==> config.mk <==
export PLATFORM = sky130hd
export DESIGN_NAME = fetch_unit
export DESIGN_NICKNAME = d
export VERILOG_FILES = /design/src/rtl/fetch_unit.sv
export SDC_FILE = /design/constraint.sdc
export NUM_CORES = 1
export LEC_CHECK = 0
export ABC_CLOCK_PERIOD_IN_PS = 4600
export CORE_MARGIN = 8
export CORE_UTILIZATION = 56
export CTS_BUF_LIST = sky130_fd_sc_hd__clkbuf_4 sky130_fd_sc_hd__clkbuf_8
export DETAILED_ROUTE_END_ITERATION = 16
export PLACE_DENSITY_LB_ADDON = 0.15
export SKIP_CTS_REPAIR_TIMING = 1
export SYNTH_ARGS = -nofsm -noshare
export SYNTH_HDL_FRONTEND = slang
export SYNTH_SLANG_ARGS = --single-unit
==> constraint.sdc <==
create_clock -name clk -period 4.6 [get_ports clk]
set_input_delay 0.92 -clock clk [delete_from_list [all_inputs] [get_ports clk]]
set_output_delay 0.92 -clock clk [all_outputs]
set_load 0.01 [all_outputs]
==> src/rtl/fetch_unit.sv <==
// fetch_unit: instruction-fetch stage. Holds the fetch PC, captures the
// combinationally returned instruction word into a small FIFO and presents
// the FIFO head to decode over a valid/ready handshake. A redirect flushes
// the FIFO and restarts fetch, and fetch halts at the end of instruction memory.
//
// Ports:
//   clk, reset        - clock, synchronous active-high reset
//   imem_pc           - fetch address to instruction memory (the fetch PC)
//   imem_inst         - instruction word for imem_pc (combinational return)
//   redirect_valid/pc - flush and restart fetch at the word-aligned redirect_pc
//   inst_valid/ready  - decode handshake on the FIFO head
//   inst_out/inst_pc  - FIFO head instruction and its PC (zero when empty)
//   halted            - fetch stopped and FIFO drained
module fetch_unit #(
    parameter logic [31:0] RESET_PC  = 32'h0000_0000,
    parameter int unsigned MEM_BYTES = 32,
    parameter int unsigned DEPTH     = 2
) (
    input  logic        clk,
    input  logic        reset,
    output logic [31:0] imem_pc,
    input  logic [31:0] imem_inst,
    input  logic        redirect_valid,
    input  logic [31:0] redirect_pc,
    output logic        inst_valid,
    input  logic        inst_ready,
    output logic [31:0] inst_out,
    output logic [31:0] inst_pc,
    output logic        halted
);

    localparam int unsigned PTR_W     = $clog2(DEPTH);
    localparam int unsigned CNT_W     = $clog2(DEPTH + 1);
    localparam logic [31:0] MEM_LIMIT = 32'(MEM_BYTES);

    typedef enum logic {
        RUN  = 1'b0,
        HALT = 1'b1
    } state_t;

    typedef struct packed {
        logic [31:0] pc;
        logic [31:0] inst;
    } entry_t;

    state_t             state_q, state_d;
    logic [31:0]        fetch_pc_q, fetch_pc_d;
    logic [CNT_W-1:0]   count_q, count_d;
    logic [PTR_W-1:0]   rd_ptr_q, rd_ptr_d;
    logic [PTR_W-1:0]   wr_ptr_q, wr_ptr_d;
    entry_t             mem_q [DEPTH];
    entry_t             mem_d [DEPTH];
    logic               valid_q, valid_d;
    logic [31:0]        out_q, out_d;
    logic [31:0]        pc_q, pc_d;
    logic               halted_q, halted_d;

    logic               push;
    logic               pop;
    logic [31:0]        fetch_pc_inc;
    logic [31:0]        redirect_aligned;
    entry_t             head;

    // Next-state: FIFO bookkeeping, fetch PC, RUN/HALT and registered head outputs
    always_comb begin
        state_d          = state_q;
        fetch_pc_d       = fetch_pc_q;
        count_d          = count_q;
        rd_ptr_d         = rd_ptr_q;
        wr_ptr_d         = wr_ptr_q;
        mem_d            = mem_q;
        pop              = valid_q & inst_ready;
        push             = (state_q == RUN) & ((count_q < CNT_W'(DEPTH)) | pop) & ~redirect_valid;
        fetch_pc_inc     = fetch_pc_q + 32'd4;
        redirect_aligned = redirect_pc & ~32'h0000_0003;

        if (redirect_valid) begin
            // Flush wins over any pop/push this cycle
            count_d    = '0;
            rd_ptr_d   = '0;
            wr_ptr_d   = '0;
            fetch_pc_d = redirect_aligned;
            state_d    = (redirect_aligned < MEM_LIMIT) ? RUN : HALT;
        end else begin
            if (push) begin
                mem_d[wr_ptr_q] = '{pc: fetch_pc_q, inst: imem_inst};
                wr_ptr_d        = wr_ptr_q + PTR_W'(1);
                fetch_pc_d      = fetch_pc_inc;
                if (fetch_pc_inc >= MEM_LIMIT) begin
                    state_d = HALT;
                end
            end
            if (pop) begin
                rd_ptr_d = rd_ptr_q + PTR_W'(1);
            end
            count_d = count_q + CNT_W'(push) - CNT_W'(pop);
        end

        // Head outputs are precomputed from next state so they leave a flop
        head     = mem_d[rd_ptr_d];
        valid_d  = (count_d != '0);
        out_d    = valid_d ? head.inst : 32'h0;
        pc_d     = valid_d ? head.pc : 32'h0;
        halted_d = (state_d == HALT) && (count_d == '0);
    end

    // Control and output registers
    always_ff @(posedge clk) begin
        if (reset) begin
            state_q    <= RUN;
            fetch_pc_q <= RESET_PC;
            count_q    <= '0;
            rd_ptr_q   <= '0;
            wr_ptr_q   <= '0;
            valid_q    <= 1'b0;
            out_q      <= 32'h0;
            pc_q       <= 32'h0;
            halted_q   <= 1'b0;
        end else begin
            state_q    <= state_d;
            fetch_pc_q <= fetch_pc_d;
            count_q    <= count_d;
            rd_ptr_q   <= rd_ptr_d;
            wr_ptr_q   <= wr_ptr_d;
            valid_q    <= valid_d;
            out_q      <= out_d;
            pc_q       <= pc_d;
            halted_q   <= halted_d;
        end
    end

    // FIFO storage; contents are qualified by count so no reset is needed
    always_ff @(posedge clk) begin
        if (!reset) begin
            mem_q <= mem_d;
        end
    end

    assign imem_pc    = fetch_pc_q;
    assign inst_valid = valid_q;
    assign inst_out   = out_q;
    assign inst_pc    = pc_q;
    assign halted     = halted_q;

endmodule

==> flow_summary.yaml, run 1 <==
yosys:
  ys_seq_elements: 229
  synth_edf_count: 128
  syn_avg_cell_area_um2: 12.5
  synth_top_area_frac: 0.374
  synth_warnings: 0
  synthArstFlopShare: 0
  yosysUniqueCellTypes: 53
  synth_area_mm2: 0.0103
  synth_top_area_cell: "edfxtp_1"
  synth_ff_type: "edfxtp_1"
  synth_area_leaders: "edfxtp_1, dfxtp_1, mux2_2"
  syn-instance-count: 822
  seq_area_frac_synth: 0.571
power_and_ir_drop:
  leakage_uw: 0.00465
  power.total_uw: 4830
  peakVddDrop_mv: 0.236
  power_density_mw_per_mm2: 377
clock_network:
  clk_pin_slew_worst_paths_ns: 0.06
  cts_max_level: 2
  cts_buffers: 38
  cts_tree: "done"
  insertion_delay_ns: 0.53
  cts.sinks: 229
  clock_path_buffers: 3
  cts_root_buffer: "clkbuf_8"
detailed_routing:
  remaining_drc_errors: 0
  vias: 7319
  first_pass_iters: 5
  wl_um: 25500
  ant_nets: 0
  via_per_inst: 6.00
  drt_iter0_drc: 465
  wl_per_cell_um: 20.9
global_routing:
  grt.total_usage: 0.218
  top_usage_layer: "met2"
  grt_overflow_total: 0
  antenna_found_initial: 0
  grt_start_max_net_pins: 79
  use_met2: 0.364
  grtUsageMet3: 0.0484
  grt_pass1_vias: 7663
  use_met1: 0.267
  grt_pass1_wl_um: 39500
cells_and_area:
  antennaDiodeCount: 0
  layout-drive-gt1-share: 0.279
  syn_to_final_growth_pct: 24.6
  final_nets: 1033
  layout_common_cells: "clkdlybuf4s50_1, edfxtp_1, mux2_2"
  final_cell_area_mm2: 0.0128
  mostFrequentLayoutCell: "clkdlybuf4s50_1"
status:
  outcome: "complete, no violations"
worst_setup_path:
  crit_type: "input pin to register"
  crit_fanout: 38
  required_ns: 5.06
  cp_cell_sequence: "clkdlybuf4s50_1 -> nand2_1 -> a211o_1 -> ha_1 -> inv_1 -> ha_1 -> xnor2_1 -> xnor2_1 -> and2_1 -> nor2_1 -> inv_2 -> buf_4 -> o311a_1"
  max_stage_delay_ns: 0.47
  cp_data_arrival_time_ns: 3.97
  slowest_stage: "a211o_1"
  critPathLaunchType: "input pin"
  critPathCaptureType: "register"
  ff2ff_path_depth: 12
placement:
  place_ws_ns: 0.569
  post_dp_cell_area_mm2: 0.0120
  numPortBuffers: 161
  post-dp-hpwl_um: 15700
  gp_congestion: 0.883
timing:
  period_needed_ns: 3.51
  setup_violations: 0
  max_freq_mhz: 285
  setup_ws_ns: 1.09
  tns_ns: 0
  maxSlewViolCount: 0
  fin_crit_sh: 0.762
  rsz0062_at_grt: "no"
  finalHoldViolCount: 0
  fin_worst_skew_ns: 0.0249
  tightest_slew_ns: 1.01
  maxSlewHeadroom: 0.325
floorplanning:
  die_area_mm2: 0.0229
  die_h_um: 151
  initial_utilization: 0.572
  io_pins: 166
  core_mm2: 0.0180
  rows: 49
  dieWidth_um: 151
flow_run:
  cap_violations: 0
hold_path:
  hp-class: "register to register"
  worst_hold_path.num_cells: 2
[synth_stat cells, types with 14 or more instances]
library cell  number
nand2_1           35
mux2_2           124
nor2_1            38
nor4_1            16
edfxtp_1         128
or2_2             63
o311a_1           62
dfxtp_1          101
clkbuf_1          51
buf_2             17
nand4_1           14
xnor2_1           26
[flip-flops by register name, indices dropped and copies added (netlist names)]
signal      count
inst_out       32
state_q         1
wr_ptr_q        1
rd_ptr_q        1
inst_valid      1
imem_pc        30
mem_q         128
halted          1
inst_pc        32
count_q         2
[worst max-delay path, delay by kind of cell]
kind / cells / cell delay [ns]
fa+ha+maj: 2 / 0.50
compound gates: 2 / 0.73
simple gates: 3 / 0.47
buf+inv: 4 / 0.99
xor+xnor: 2 / 0.32
[kinds of logic (layout without fill, tap and decap cells)]
kind of cell | count (synthesis) | in the layout | share of synthesized area
AND/OR/NAND/NOR | 220 | 220 | 0.118
XOR/XNOR | 39 | 39 | 0.0332
buffers and inverters | 80 | 247 | 0.0324
other | 1 | 2 | 0.000365
flip-flops | 229 | 229 | 0.571
AO/OA/AOI/OAI | 117 | 117 | 0.0974
multiplexers | 133 | 133 | 0.145
adder cells (fa/ha/maj) | 3 | 3 | 0.00365
[per-stage QoR]
step	std cells	utilization	hold slack [ns]
3_5_place_dp	1151	0.669	0.519
3_3_place_gp	1151	0.669	0.505
6_report	1219	0.713	0.524
5_1_grt	1219	0.713	0.546
2_1_floorplan	823	-	0.480
4_1_cts	1219	0.713	0.532
[path summary, 6_finish.rpt]
kind	start	to	slack, ns
setup / recovery	inst_ready	inst_pc[16]	1.09
hold / removal	mem_q[32]	inst_pc[0]	0.52
setup reg to reg	inst_valid	inst_pc[16]	1.61
hold reg to reg	mem_q[32]	inst_pc[0]	0.52
[per-layer routing]
metal	wire length, um	vias up
met2	12000	268
met3	1910	66
met5	0	-
met1	10800	3609
li1	-	3376
met4	766	0
[where the power goes]
group	switching [uW]	internal, uW	leakage [uW]
logic	296	334	0.00215
registers	78.1	2320	0.00209
clock network	800	1000	0.000416
[cell type report]
type                       instances  area (um2)
clock buffer                      55         713
clock inverter                    13        66.3
fill                            1255        5160
inverter                           6        25.0
multi-input combinational        514        4130
sequential                       229        5870
tap                              229         287
timing repair buffer             173        1720
No activity file was read; power rests on OpenSTA's default activity.
==> run 2: changes to the inputs <==
--- a/config.mk
+++ b/config.mk
@@ -5,9 +5,9 @@
 export SDC_FILE = /design/constraint.sdc
 export NUM_CORES = 1
 export LEC_CHECK = 0
-export ABC_CLOCK_PERIOD_IN_PS = 4600
+export ABC_CLOCK_PERIOD_IN_PS = 3000
 export CORE_MARGIN = 8
-export CORE_UTILIZATION = 56
+export CORE_UTILIZATION = 50
 export CTS_BUF_LIST = sky130_fd_sc_hd__clkbuf_4 sky130_fd_sc_hd__clkbuf_8
 export DETAILED_ROUTE_END_ITERATION = 16
 export PLACE_DENSITY_LB_ADDON = 0.15
==> constraint.sdc (replaced) <==
create_clock -name clk -period 3 [get_ports clk]
set_input_delay 0.6 -clock clk [delete_from_list [all_inputs] [get_ports clk]]
set_output_delay 0.6 -clock clk [all_outputs]
set_load 0.01 [all_outputs]
==> run 2 against run 1 <==
  * Sequential power up 52%
  * Clock power is 62% higher
  * Wire length increased by 0.51%
  * Sequential share of layout area is 1.5 points lower
  * Combinational power up 65%
  * Final area increased by 3.4%
  * Core utilization down 5.9 points
  * Critical path type is now register to register
  * Power is 57% higher
  * Highest routed layer unchanged
  * Clock skew is 0.014 ns lower
  * Worst hold slack better by 0.021 ns
  * Critical endpoint is now halted
  * Clock-buffer cell count grew 10
==> flow_summary.yaml, run 2 (same netlist as run 1, synthesis figures left out) <==
hold_path:
  worst_hold_path.num_cells: 2
  hp-class: "register to register"
  min_from: "mem_q[32]"
  hold_end: "inst_pc[0]"
power_and_ir_drop:
  p_int_uw: 5810
  clkPwrFrac: 0.384
  peakVddDrop_mv: 0.352
  leakage_uw: 0.00487
  p_switching_uw: 1800
  seqPwrFrac: 0.479
  combPwrFrac: 0.137
  power.total_uw: 7600
  power_density_mw_per_mm2: 574
  switching_share: 0.237
timing:
  period_needed_ns: 2.67
  maxSlewViolCount: 0
  finalHoldViolCount: 0
  fin_crit_sh: 0.891
  setup_ws_ns: 0.327
  tightest_slew_ns: 0.557
  rsz0062_at_grt: "no"
  whs_ns: 0.546
  fin_worst_skew_ns: 0.0108
  maxSlewHeadroom: 0.627
  setup_violations: 0
  max_freq_mhz: 374
global_routing:
  grt_start_max_net_pins: 79
  grt_overflow_total: 0
  grt_pass1_wl_um: 41200
  grt_pass1_vias: 7453
  grt.total_usage: 0.199
  antenna_found_initial: 0
detailed_routing:
  wl_per_cell_um: 19.7
  first_pass_iters: 5
  ant_nets: 0
  wl_um: 25600
  via_per_inst: 5.60
  remaining_drc_errors: 0
  drt_iter0_drc: 357
  vias: 7274
status:
  outcome: "complete, no violations"
worst_setup_path:
  rr_startpoint: "imem_pc[3]"
  ff2ff_path_depth: 8
  critPathCaptureType: "register"
  crit_fanout: 10
  critPathLaunchType: "register"
  reg2reg_setup_slack_ns: 0.33
  r2r-end: "halted"
  required_ns: 3.40
  cp_data_arrival_time_ns: 3.08
  crit_type: "register to register"
cells_and_area:
  final_cell_area_mm2: 0.0132
  largest_reg_flops: 128
  final_nets: 1068
  mostFrequentLayoutCell: "clkdlybuf4s50_1"
  final_cells: 1298
  fillerInstances: 1620
  syn_to_final_growth_pct: 28.8
  antennaDiodeCount: 0
  layout_common_cells: "clkdlybuf4s50_1, edfxtp_1, mux2_2"
  layout-drive-gt1-share: 0.307
  max_flop_register: "mem_q"
clock_network:
  cts_root_buffer: "clkbuf_8"
  clock_path_buffers: 3
  cts.sinks: 229
  clk_pin_slew_worst_paths_ns: 0.06
  insertion_delay_ns: 0.54
  cts_tree: "done"
  cts_max_level: 2
  cts_buffers: 39
placement:
  place_inst: 1226
  gp_congestion: 0.863
  place_ws_ns: -0.152
  post_dp_cell_area_mm2: 0.0124
  numPortBuffers: 161
  post-dp-hpwl_um: 16400
floorplanning:
  core_mm2: 0.0202
  dieWidth_um: 159
  io_pins: 166
  rows: 52
  initial_utilization: 0.508
  die_h_um: 159
  die_area_mm2: 0.0254
flow_run:
  cap_violations: 0
run 2: final cells by class:
type                    count  area, um2  share of cell area
clock buffers              65        763              0.0577
clock inverters             7       63.8             0.00482
inverters                   6       26.3             0.00199
multi-input cells         514       4130               0.312
flip-flops and latches    229       5870               0.443
well taps                 270        338              0.0255
repair buffers            207       2050               0.155
run 2: through the flow:
step / TNS (ns) / util
finish: 0 / 0.654
CTS: 0 / 0.654
floorplan: -6.17 / -
detailed placement: -7.61 / 0.613
global placement: -5.71 / 0.613
global route: 0 / 0.654
run 2: power by group through the flow:
stage	clock (uW)	sequential, uW	combinational (uW)
2_1_floorplan	0	3730	566
3_3_place_gp	0	3700	1030
3_5_place_dp	0	3710	1040
4_1_cts	2990	3650	1050
5_1_grt	3130	3670	1120
6_report	2920	3650	1040
run 2: critical path, cell delays in order (launching register included):
cell	delay, ns
dfxtp_1	0.43
ha_1	0.26
nand4_2	0.15
or4_1	0.73
buf_4	0.25
nor2_1	0.09
a21oi_1	0.08
nor4_1	0.39
a31oi_1	0.16
run 2: how the worst max path moves through the flow:
stage                     from           end  slack, ns  depth (start not counted)
floorplan                reset      mem_q[0]      -0.05                          2
global route        imem_pc[3]        halted       0.11                          8
finish              imem_pc[3]        halted       0.33                          8
detailed placement  inst_ready  inst_out[24]      -0.15                         13
global placement    inst_ready  inst_out[23]      -0.11                         13
CTS                 imem_pc[3]        halted       0.34                          8
run 2: routing by layer:
metal / share of wire / track usage
met5: 0 / 0
met1: 0.45 / 0.260
met2: 0.46 / 0.317
met3: 0.068 / 0.0509
met4: 0.021 / 0.0708
==> run 3: changes to the inputs <==
--- a/config.mk
+++ b/config.mk
@@ -7,7 +7,7 @@
 export LEC_CHECK = 0
 export ABC_CLOCK_PERIOD_IN_PS = 3000
 export CORE_MARGIN = 8
-export CORE_UTILIZATION = 50
+export CORE_UTILIZATION = 35
 export CTS_BUF_LIST = sky130_fd_sc_hd__clkbuf_4 sky130_fd_sc_hd__clkbuf_8
 export DETAILED_ROUTE_END_ITERATION = 16
 export PLACE_DENSITY_LB_ADDON = 0.15
==> run 3 against run 2 <==
  * Fmax rose by 3.1%
  * Worst setup slack improved by 0.080 ns
  * Worst hold slack got worse by 0.0068 ns
  * Sequential share of layout area fell by 0.58 points
  * Register-to-register slack improved by 0.12 ns
  * Critical path depth rose by 5
  * Clock-buffer cell count rose by 1
  * Die area rose by 38%
  * First-iteration DRC count rose by 3.6%
==> flow_summary.yaml, run 3 (same netlist as run 1, synthesis figures left out) <==
worst_setup_path:
  ff2ff_path_depth: 8
  critPathCaptureType: "register"
  max_stage_delay_ns: 0.45
  crit_type: "input pin to register"
  cp_cell_sequence: "clkdlybuf4s50_1 -> nand2_1 -> a211o_1 -> ha_1 -> inv_1 -> ha_1 -> xnor2_1 -> xnor2_1 -> and2_1 -> nor2_1 -> inv_2 -> buf_12 -> o311a_1"
  critPathLaunchType: "input pin"
  r2r-end: "state_q"
  rr_startpoint: "imem_pc[10]"
  required_ns: 3.41
  cp_data_arrival_time_ns: 3.01
  crit_fanout: 34
  slowest_stage: "clkdlybuf4s50_1"
  reg2reg_setup_slack_ns: 0.45
cells_and_area:
  fillerInstances: 2700
  multi_input_area_mm2: 0.00413
  postLayoutCoreUtil: 0.466
  final_cell_area_mm2: 0.0134
  layout-drive-gt1-share: 0.310
  final_nets: 1073
  largest_reg_flops: 128
  final-seq-area_mm2: 0.00587
  max_flop_register: "mem_q"
  syn_to_final_growth_pct: 30.5
  layout_common_cells: "clkdlybuf4s50_1, edfxtp_1, mux2_2"
  mostFrequentLayoutCell: "clkdlybuf4s50_1"
  antennaDiodeCount: 0
detailed_routing:
  ant_nets: 0
  vias: 7264
  wl_um: 27900
  top_layer: "met4"
  route.met3.wl_um: 2370
  wirelength_met1_um: 12600
  wl_per_cell_um: 19.7
  remaining_drc_errors: 0
  first_pass_iters: 4
  met2_length_um: 12300
  via_per_inst: 5.12
  drt_iter0_drc: 370
clock_network:
  clock_path_buffers: 3
  cts_buffers: 41
  cts_max_level: 2
  clk_pin_slew_worst_paths_ns: 0.06
  cts_tree: "done"
  cts.sinks: 229
  insertion_delay_ns: 0.54
  cts_root_buffer: "clkbuf_8"
timing:
  maxSlewViolCount: 0
  fin_crit_sh: 0.865
  fin_worst_skew_ns: 0.0137
  period_needed_ns: 2.59
  finalHoldViolCount: 0
  setup_violations: 0
  max_freq_mhz: 386
  maxSlewHeadroom: 0.557
  setup_ws_ns: 0.406
  rsz0062_at_grt: "no"
  tightest_slew_ns: 0.665
floorplanning:
  die_h_um: 187
  io_pins: 166
  dieWidth_um: 187
  initial_utilization: 0.357
  die_area_mm2: 0.0351
  core_mm2: 0.0288
  rows: 62
global_routing:
  antenna_found_initial: 0
  grt_start_max_net_pins: 50
  grt_overflow_total: 0
  grt_pass1_vias: 7707
  grt_pass1_wl_um: 44400
  grt.total_usage: 0.157
hold_path:
  min_from: "mem_q[32]"
  hp-class: "register to register"
  hold_end: "inst_pc[0]"
  worst_hold_path.num_cells: 2
placement:
  gp_congestion: 0.819
  post_dp_cell_area_mm2: 0.0126
  post-dp-hpwl_um: 17800
  numPortBuffers: 161
  place_ws_ns: -0.186
status:
  outcome: "complete, no violations"
power_and_ir_drop:
  leakage_uw: 0.00488
  peakVddDrop_mv: 0.320
  power_density_mw_per_mm2: 572
flow_run:
  cap_violations: 0
run 3: through the flow:
stage	setup TNS (ns)	power, uW	hold slack [ns]	std cells
final	0	7670	0.539	1418
after global routing	0	8040	0.569	1418
after CTS	0	7790	0.548	1418
after detailed placement	-10.24	4780	0.530	1343
after global placement	-11.15	4770	0.519	1343
after floorplan	-6.17	4290	0.480	823
run 3: layout make-up:
class                   count  area share
clock buffers              66      0.0570
clock inverters             9     0.00550
inverters                   6     0.00196
multi-input cells         514       0.308
flip-flops and latches    229       0.437
well taps                 384      0.0358
repair buffers            210       0.155
run 3: worst max-delay path by stage:
stage | to | from | depth (start not counted) | slack (ns)
2_1_floorplan | mem_q[0] | reset | 2 | -0.05
3_3_place_gp | inst_pc[8] | inst_ready | 13 | -0.20
3_5_place_dp | inst_pc[12] | inst_ready | 13 | -0.19
4_1_cts | inst_pc[12] | inst_ready | 13 | 0.38
5_1_grt | state_q | imem_pc[10] | 8 | 0.23
6_report | inst_pc[12] | inst_ready | 13 | 0.41
run 3: per-layer routing:
layer | track usage | vias to the layer above
met2 | 0.246 | 207
met3 | 0.0529 | 59
li1 | - | 3457
met5 | 0 | -
met1 | 0.200 | 3541
met4 | 0.0497 | 0
run 3: power breakdown:
part / internal [uW] / switching (uW) / leakage, uW
clock: 1700 / 1270 / 0.000442
sequential: 3560 / 83.2 / 0.00209
combinational: 557 / 498 / 0.00235
total: 5820 / 1850 / 0.00488
run 3: worst max-delay path, delay by kind of cell:
kind	cells	cell delay, ns
compound gates	2	0.46
xor+xnor	2	0.26
fa+ha+maj	2	0.45
buf+inv	4	0.77
simple gates	3	0.43
